==> config.mk <==
export PLATFORM = sky130hd
export DESIGN_NAME = icache_refill_sequencer
export DESIGN_NICKNAME = d
export VERILOG_FILES = /design/src/rtl/icache_pkg.sv /design/src/rtl/refill_line_buffer.sv /design/src/rtl/icache_refill_sequencer.sv
export SDC_FILE = /design/constraint.sdc
export NUM_CORES = 1
export LEC_CHECK = 0
export ABC_AREA = 1
export CAP_MARGIN = 40
export CELL_PAD_IN_SITES_DETAIL_PLACEMENT = 1
export CELL_PAD_IN_SITES_GLOBAL_PLACEMENT = 1
export CORE_ASPECT_RATIO = 0.7
export CORE_MARGIN = 4
export CORE_UTILIZATION = 34
export DETAILED_ROUTE_END_ITERATION = 6
export PLACE_DENSITY_LB_ADDON = 0.2
export SYNTH_ARGS = -nofsm -noshare
export SYNTH_HDL_FRONTEND = slang
export SYNTH_HIERARCHICAL = 1
export SYNTH_SLANG_ARGS = --single-unit
==> constraint.sdc <==
create_clock -name clk -period 4.16 [get_ports clk]
set_input_delay 1.248 -clock clk [delete_from_list [all_inputs] [get_ports clk]]
set_output_delay 1.248 -clock clk [all_outputs]
set_load 0.05 [all_outputs]
==> src/rtl/icache_pkg.sv <==
// Shared definitions for the instruction-cache refill sequencer.
package icache_pkg;

  // Sequencer states; encodings are fixed so debug dumps stay readable.
  typedef enum logic [1:0] {
    IDLE = 2'd0,
    FILL = 2'd1,
    DONE = 2'd2
  } refill_state_t;

  // Default geometry of a refill.
  localparam int DEF_WORDS_PER_LINE  = 4;
  localparam int DEF_WORD_WIDTH      = 32;
  localparam int DEF_ADDR_WIDTH      = 30;
  localparam int DEF_MAX_OUTSTANDING = 2;

  // Number of word-offset bits inside a default line.
  localparam int LINE_OFF_W = $clog2(DEF_WORDS_PER_LINE);

  // Offset width for an arbitrary power-of-two line size.
  function automatic int line_off_width(input int words);
    return $clog2(words);
  endfunction

endpackage

==> src/rtl/refill_line_buffer.sv <==
// Write-indexed register array holding one cache line, read out flat.
module refill_line_buffer
  import icache_pkg::*;
#(
  parameter int WORDS = DEF_WORDS_PER_LINE,
  parameter int WIDTH = DEF_WORD_WIDTH,
  parameter int IDX_W = line_off_width(DEF_WORDS_PER_LINE)
) (
  input  logic                   clk,
  input  logic                   rst,
  input  logic                   wr_en,
  input  logic [IDX_W-1:0]       wr_idx,
  input  logic [WIDTH-1:0]       wr_data,
  output logic [WORDS*WIDTH-1:0] line_data
);

  genvar gi;
  generate
    for (gi = 0; gi < WORDS; gi++) begin : g_word
      logic [WIDTH-1:0] word_reg;

      // Each word captures write data only when the write index selects it.
      always_ff @(posedge clk) begin
        if (rst) begin
          word_reg <= '0;
        end else if (wr_en && (wr_idx == IDX_W'(gi))) begin
          word_reg <= wr_data;
        end
      end

      assign line_data[gi*WIDTH +: WIDTH] = word_reg;
    end
  endgenerate

endmodule

==> src/rtl/icache_refill_sequencer.sv <==
// Backing-memory side of an I-cache line refill: critical-word-first
// request issue with a bounded number in flight, in-order response
// collection, early critical-word forward and line hand-off.
module icache_refill_sequencer
  import icache_pkg::*;
#(
  parameter int WORDS_PER_LINE  = DEF_WORDS_PER_LINE,
  parameter int WORD_WIDTH      = DEF_WORD_WIDTH,
  parameter int ADDR_WIDTH      = DEF_ADDR_WIDTH,
  parameter int MAX_OUTSTANDING = DEF_MAX_OUTSTANDING
) (
  input  logic                             clk,
  input  logic                             rst,
  input  logic                             i_halt,
  input  logic                             i_start,
  input  logic [ADDR_WIDTH-1:0]            i_miss_addr,
  output logic                             o_busy,
  output logic                             o_mem_req_valid,
  input  logic                             i_mem_req_ready,
  output logic [ADDR_WIDTH-1:0]            o_mem_req_addr,
  input  logic                             i_mem_resp_valid,
  input  logic [WORD_WIDTH-1:0]            i_mem_resp_data,
  output logic                             o_mem_resp_ready,
  output logic                             o_crit_valid,
  output logic [WORD_WIDTH-1:0]            o_crit_data,
  output logic                             o_line_valid,
  input  logic                             i_line_ready,
  output logic [ADDR_WIDTH-1:0]            o_line_addr,
  output logic [WORDS_PER_LINE*WORD_WIDTH-1:0] o_line_data
);

  localparam int OFF_W = line_off_width(WORDS_PER_LINE);
  localparam int CNT_W = OFF_W + 1;

  refill_state_t         state_reg;
  logic [ADDR_WIDTH-1:0] base_reg;
  logic [OFF_W-1:0]      off_reg;
  logic [CNT_W-1:0]      req_cnt_reg;
  logic [CNT_W-1:0]      resp_cnt_reg;
  logic                  crit_valid_reg;
  logic [WORD_WIDTH-1:0] crit_data_reg;

  logic [CNT_W-1:0] in_flight;
  logic [OFF_W-1:0] req_idx;
  logic [OFF_W-1:0] wr_idx;
  logic             req_valid;
  logic             resp_ready;
  logic             req_fire;
  logic             resp_fire;
  logic             is_fill;

  // Handshake terms derived from the registered state and counters.
  always_comb begin
    is_fill    = (state_reg == FILL);
    in_flight  = req_cnt_reg - resp_cnt_reg;
    req_idx    = off_reg + req_cnt_reg[OFF_W-1:0];
    wr_idx     = off_reg + resp_cnt_reg[OFF_W-1:0];
    // Halt deliberately does not gate the request so it stays stable until taken.
    req_valid  = is_fill
               && (req_cnt_reg < CNT_W'(WORDS_PER_LINE))
               && (in_flight < CNT_W'(MAX_OUTSTANDING));
    resp_ready = is_fill && (resp_cnt_reg < req_cnt_reg) && !i_halt;
    req_fire   = req_valid && i_mem_req_ready;
    resp_fire  = resp_ready && i_mem_resp_valid;
  end

  // Sequencer FSM, counters and critical-word capture.
  always_ff @(posedge clk) begin
    if (rst) begin
      state_reg      <= IDLE;
      base_reg       <= '0;
      off_reg        <= '0;
      req_cnt_reg    <= '0;
      resp_cnt_reg   <= '0;
      crit_valid_reg <= 1'b0;
      crit_data_reg  <= '0;
    end else begin
      crit_valid_reg <= 1'b0;
      case (state_reg)
        IDLE: begin
          if (i_start && !i_halt) begin
            base_reg     <= {i_miss_addr[ADDR_WIDTH-1:OFF_W], {OFF_W{1'b0}}};
            off_reg      <= i_miss_addr[OFF_W-1:0];
            req_cnt_reg  <= '0;
            resp_cnt_reg <= '0;
            state_reg    <= FILL;
          end
        end
        FILL: begin
          if (req_fire) begin
            req_cnt_reg <= req_cnt_reg + 1'b1;
          end
          if (resp_fire) begin
            resp_cnt_reg <= resp_cnt_reg + 1'b1;
            if (resp_cnt_reg == '0) begin
              crit_valid_reg <= 1'b1;
              crit_data_reg  <= i_mem_resp_data;
            end
            if (resp_cnt_reg == CNT_W'(WORDS_PER_LINE - 1)) begin
              state_reg <= DONE;
            end
          end
        end
        DONE: begin
          if (i_line_ready && !i_halt) begin
            state_reg <= IDLE;
          end
        end
        default: state_reg <= IDLE;
      endcase
    end
  end

  refill_line_buffer #(
    .WORDS (WORDS_PER_LINE),
    .WIDTH (WORD_WIDTH),
    .IDX_W (OFF_W)
  ) u_line_buffer (
    .clk       (clk),
    .rst       (rst),
    .wr_en     (resp_fire),
    .wr_idx    (wr_idx),
    .wr_data   (i_mem_resp_data),
    .line_data (o_line_data)
  );

  assign o_busy           = (state_reg != IDLE);
  assign o_mem_req_valid  = req_valid;
  assign o_mem_req_addr   = base_reg | {{(ADDR_WIDTH-OFF_W){1'b0}}, req_idx};
  assign o_mem_resp_ready = resp_ready;
  assign o_crit_valid     = crit_valid_reg;
  assign o_crit_data      = crit_data_reg;
  assign o_line_valid     = (state_reg == DONE);
  assign o_line_addr      = base_reg;

endmodule

Word level (Yosys, flattened, before mapping) --
Cells that the tools add are included. Widths: inputs -> output; s select.
Storage, ports and cells: logic and storage cells 68, register bits 199, input port bits 69, output and inout bits 225
Cells by class: add/sub/neg operators 5, eq/ne operators 11, bitwise operators 3, muxes and demuxes 11, $lt $le $gt $ge 3, reductions and logical operators 24
Operators by type and width (number):
- $or 30x2->30 | 1
- $logic_and 1x1->1 | 12
- $pmux 3 s2 | 2
- $mux 3 | 3
- $reduce_and 3->1 | 3
- $mux 2 | 4
- $add 3x1->3 const B | 2
- $eq 2x2->1 const B | 3
- $ne 2x1->1 const B | 3
- $pmux 2 s3 | 1
- $add 2x2->2 | 2
- $eq 2x1->1 const B | 2
- $logic_not 2->1 | 2
- $ne 2x2->1 const B | 2
- $reduce_and 4->1 | 1
- $reduce_bool 2->1 | 2
- $eq 3x2->1 const B | 1
- $logic_not 3->1 | 1
- $lt 3x2->1 const B | 1
- $lt 3x3->1 | 1
- $lt 3x3->1 const B | 1
- $reduce_or 3->1 | 1
- $sub 3x3->3 | 1
- $not 1->1 | 2
- other kinds (3) | 3

Depth between registers and ports, before layout --
word-level depth 6, mapped depth 12, mapped depth without buffers 11

By module --
Netlist, hierarchy kept.
By module, submodules not included:
- refill_line_buffer | times used 1, area an instance 5297.6 um2, cells an instance 820, sequential area each 2562.5 um2
- icache_refill_sequencer | times used 1, area an instance 3226.8 um2, cells an instance 454, sequential area each 1421.4 um2

Least setup slack after synthesis --
OpenSTA, ideal clock, no wires.
path type input -> output, start input port i_halt, end output port o_mem_resp_ready, buffers on the path 0, cell stages on the path 4, arrival time 1979 ps, required time 2912 ps, slack 933 ps, path through clkinv_1 > nand3_1 > nor2_2 > and2_1
Between the ends: cells in the longest elaborated chain, start to end 2
RTL lines:
- from (decl) | line icache_refill_sequencer.sv:14 | input logic i_halt,
- $logic_not 1->1 | line icache_refill_sequencer.sv:62 | resp_ready = is_fill && (resp_cnt_reg < req_cnt_reg) && !i_halt;
- $logic_and 1x1->1 | line icache_refill_sequencer.sv:62
- to (decl) | line icache_refill_sequencer.sv:23 | output logic o_mem_resp_ready,
Every way passes these cells.

Worst setup path in the final report --
start register req_cnt_reg[0], end output port o_mem_req_valid
Between the ends: cells in the longest elaborated chain, start to end 3, elaborated cells between the ends (all ways) 5, those cells by class add/sub: 1; order compare: 2; reduce/logical: 2
RTL lines:
- from (decl) | line icache_refill_sequencer.sv:38 | logic [CNT_W-1:0] req_cnt_reg;
- from (signal assigned) | line icache_refill_sequencer.sv:91 | req_cnt_reg <= req_cnt_reg + 1'b1;
- $sub 3x3->3 or $lt 3x3->1 (tied branches) | line icache_refill_sequencer.sv:55, icache_refill_sequencer.sv:60
- $lt 3x2->1 or $logic_and 1x1->1 (tied branches) | line icache_refill_sequencer.sv:61, icache_refill_sequencer.sv:60
- $logic_and 1x1->1 * | line icache_refill_sequencer.sv:61 | && (in_flight < CNT_W'(MAX_OUTSTANDING));
- to (decl) | line icache_refill_sequencer.sv:18 | output logic o_mem_req_valid,
Every way passes the cells marked *; elsewhere a longest branch is shown, timed or not.

==> out/results.env <==
CRIT_PATH_END_KIND='output port'
CLOCKBUFFERDEPTH=2
CHIPHEIGHT_UM=140.5
RSZ0062_AT_GRT='no'
FINAL.MIN_CLOCK_PERIOD_NS=3.995
MET2_LENGTH_MM=13.20
SYNTH_TOP_CELL_AREA_SHARE_PCT=46.73
POSTCTSRESIZEDCELLS=0
DESIGN.DIE.AREA_UM2=27710
AVGROUTEDWIREPERCELL_UM=15.65
DRT_FIRST_PASS_ITERS=5
LARGEST_REGISTER_FFS=128
LEAKAGEPOWER_nW=5.623
TOP_LAYER_USED='met4'
NET-SWITCHING-POWER_mW=1.226
DESIGN.PORTCOUNT=294
PLACE.DETAILED.HPWL_MM=21.29
PATH_CLASS='flop to output port'
SETUP_VIOL=0
CLOCK-SKEW-FINAL_NS=0.01093
SYNTH.AVG_CELL_AREA_UM2=6.691
STATUS='complete, no violations'
DETAIL-ROUTE-ANTENNA-NETS=0
OVERFLOW_AFTER_GRT=0
TIMING_HOLD_VIOLATIONS_FINAL=0
CTS_TREE='done'
P_COMB_SHARE_PCT=15.7
COUNT_OF_VIAS_PLACED_BY_THE_DETAILED_ROUTER=8281
FINISH.UTILIZATION_PCT=49.11
STDCELL_AREA_UM2=12120
WORST_SETUP_PATH_START_KIND='flop'
WL_MET3_MM=1.879
POST_SYNTH_NUM_CELL_TYPES=25
YS_SEQ_AREA_SHARE_PCT=46.73
NETS=1585
REGISTER_CLOCK_PIN_SLEW_ON_THE_REPORTED_WORST_SETUP_AND_HOLD_PATHS_NS=0.07
PLACED_AREA_UM2=11530
ROW_COUNT=48
CTS.ROOT.BUFFER_CELL='sky130_fd_sc_hd__clkbuf_16'
POWER_DENSITY_nW_PER_UM2=355.3
NUMCTSBUFFERS=17
FINALMAXSLEWVIOLATIONS=0
SYNTH_TOP_AREA_CELL='sky130_fd_sc_hd__dfxtp_1'
NUMBER_OF_GLOBAL_ROUTE_VIAS_BEFORE_REPAIR=8320
HOLD_BUFFER_COUNT_AT_CTS=0
POWER_REPORT.INTERNAL_TOTAL_mW=3.081
SYNTHESIS.INSTANCES=1274
TIMING_WORST_SLEW_PIN_VALUE_NS=0.6942
ANTENNA_FOUND_INITIAL=0
CTS_HTREE_LEVELS=4
AREA_DELTA_SYNTH_FINAL_PCT=42.21
MAXIMUM_NUMBER_OF_PINS_ON_ONE_NET_BEFORE_GLOBAL_ROUTE_REPAIR=65
GLOBAL_ROUTE.USAGE.TOTAL_PCT=20.67
CORE_UM2=24680
MAX_FREQ_MHz=250.3
FIN_CRIT_SH_PCT=96.04
MAX-VDD-IR-DROP_mV=0.2796
CRIT_PATH_MAX_FANOUT=4
INITIAL_UTILIZATION_PCT=34.53
TIMING.SETUP.TNS_NS=0
CLOCK_POWER_SHARE_PCT=38.6
CTS_NUM_SINKS=199
TIMING.MAX_SLEW.REL_SLACK_PCT=53.65
CLOCK_LATENCY_NS=0.43
FP.DIEW_UM=197.3
SYNTH.TOP_CELLS.BY_AREA='sky130_fd_sc_hd__dfxtp_1, sky130_fd_sc_hd__nor2_1, sky130_fd_sc_hd__nand2_1'
SW_FRAC_OF_TOTAL_PCT=28.46
WORSTPATHREQUIRED_NS=2.91
SYNTH_WARNINGS=6
CAP_VIOL_MAX_COUNT=0
DETAIL_ROUTE.DRC_VIOLATIONS=0
DRT-TOTAL-WL_MM=28.86
CRITPATHARRIVALTIME_NS=2.75
DRT-INITIAL-DRC-COUNT=376
TOTAL_POWER_mW=4.307
FF2FF_SETUP_SLACK_NS=1.66
CTS_POST_SETUP_BUFFERS_INSERTED=0
MET1WIRELENGTH_MM=13.34
BUFFERS_ON_PORTS=291
DETAIL_ROUTE.VIAS_PER_CELL=4.491
ANT_DIODES=0
FIRST_PASS_GRT_WIRE_LENGTH_MM=45.82
PLACE_CONGESTION=0.8145
YS_SEQ_ELEMENTS=199
WORSTHOLDPATHTYPE='flop to flop'
POWER.SHARE.SEQUENTIAL_PCT=45.7
SYN-CELL-AREA_UM2=8524
FINAL_LAYOUT_SIZE_SUFFIX_GT1_SHARE_PCT=3.818
## routing by layer
| layer | GRT usage, % | vias up |
|---|---|---|
| li1 | - | 4174 |
| met1 | 27.67 | 3913 |
| met2 | 33.21 | 172 |
| met3 | 5.891 | 22 |
| met4 | 4.814 | 0 |
| met5 | 0 | - |
## critical path: stages, from the launching register on
cell                              delay, ns
sky130_fd_sc_hd__dfxtp_1               0.38
sky130_fd_sc_hd__inv_1                 0.08
sky130_fd_sc_hd__ha_1                  0.19
sky130_fd_sc_hd__inv_1                 0.08
sky130_fd_sc_hd__fa_1                  0.41
sky130_fd_sc_hd__nor3_1                0.23
sky130_fd_sc_hd__and2_1                0.16
sky130_fd_sc_hd__clkdlybuf4s50_1       0.80
## kinds of logic after synthesis
kind of cell / Yosys count / synth area share (%)
compound gates: 72 / 4.286
fa+ha+maj: 10 / 1.556
other cells: 1 / 0.04399
buf+inv: 273 / 14.08
xor+xnor: 5 / 0.5137
simple gates: 714 / 32.79
flops: 199 / 46.73
## power by group through the flow
stage | clock (mW) | combinational, mW | sequential, mW
final | 1.66 | 0.674 | 1.97
after global routing | 1.80 | 0.725 | 1.98
after CTS | 1.72 | 0.681 | 1.97
after detailed placement | 0 | 0.679 | 2.02
after global placement | 0 | 0.655 | 2.01
after floorplan | 0 | 0.314 | 2.12
## path summary, 6_finish.rpt
kind,depth (start not counted),endpoint,startpoint
setup / recovery,7,o_mem_req_valid,req_cnt_reg[0]$_SDFFE_PP0P_
hold / removal,2,u_line_buffer/g_word[0].word_reg[2]$_SDFFE_PP0P_,u_line_buffer/g_word[0].word_reg[2]$_SDFFE_PP0P_
setup reg to reg,13,u_line_buffer/g_word[3].word_reg[31]$_SDFFE_PP0P_,resp_cnt_reg[1]$_SDFFE_PP0P_
hold reg to reg,2,u_line_buffer/g_word[0].word_reg[2]$_SDFFE_PP0P_,u_line_buffer/g_word[0].word_reg[2]$_SDFFE_PP0P_
## area by class of cell
class / instances / area, um^2
fillers: 3170 / 12560
flip-flops and latches: 199 / 3984
inverters: 179 / 674.4
clock inverters: 9 / 92.59
well taps: 325 / 406.6
repair buffers: 306 / 3118
clock buffers: 23 / 498.0
multi-input cells: 803 / 3349
## cells in the mapped netlist, drive strengths merged
cell type	count
nor2	365
nand2	302
dfxtp	199
inv	178
buf	77
nand3	43
a21oi	37
o21ai	33
clkbuf	17
ha	9
xnor2	4
and2	2
nor3	2
clkinv	1
conb	1
fa	1
o21a	1
o21bai	1
xor2	1
## placed cells by master, fill, tap and decap left out, drive strengths merged
cell type / Yosys / final
o21bai: 1 / 1
xor2: 1 / 1
o21a: 1 / 1
dfxtp: 199 / 199
clkinv: 1 / 6
a21oi: 37 / 37
and2: 2 / 2
nor2: 365 / 365
ha: 9 / 9
buf: 77 / 16
clkbuf: 17 / 23
clkinvlp: 0 / 3
clkdlybuf4s50: 0 / 290
nor3: 2 / 2
nand3: 43 / 43
o21ai: 33 / 33
bufinv: 0 / 1
fa: 1 / 1
conb: 1 / 2
inv: 178 / 178
nand2: 302 / 302
xnor2: 4 / 4
## metrics by stage
| step | worst slack [ns] | hold slack, ns | cells |
|---|---|---|---|
| 2_1_floorplan | 0.9335 | 0.4459 | 1275 |
| 3_3_place_gp | 0.5710 | 0.4602 | 1811 |
| 3_5_place_dp | 0.5462 | 0.4707 | 1812 |
| 4_1_cts | 0.1279 | 0.4883 | 1844 |
| 5_1_grt | 0.001778 | 0.5075 | 1844 |
| 6_report | 0.1649 | 0.4827 | 1844 |
(Power assumes the default switching activity.)
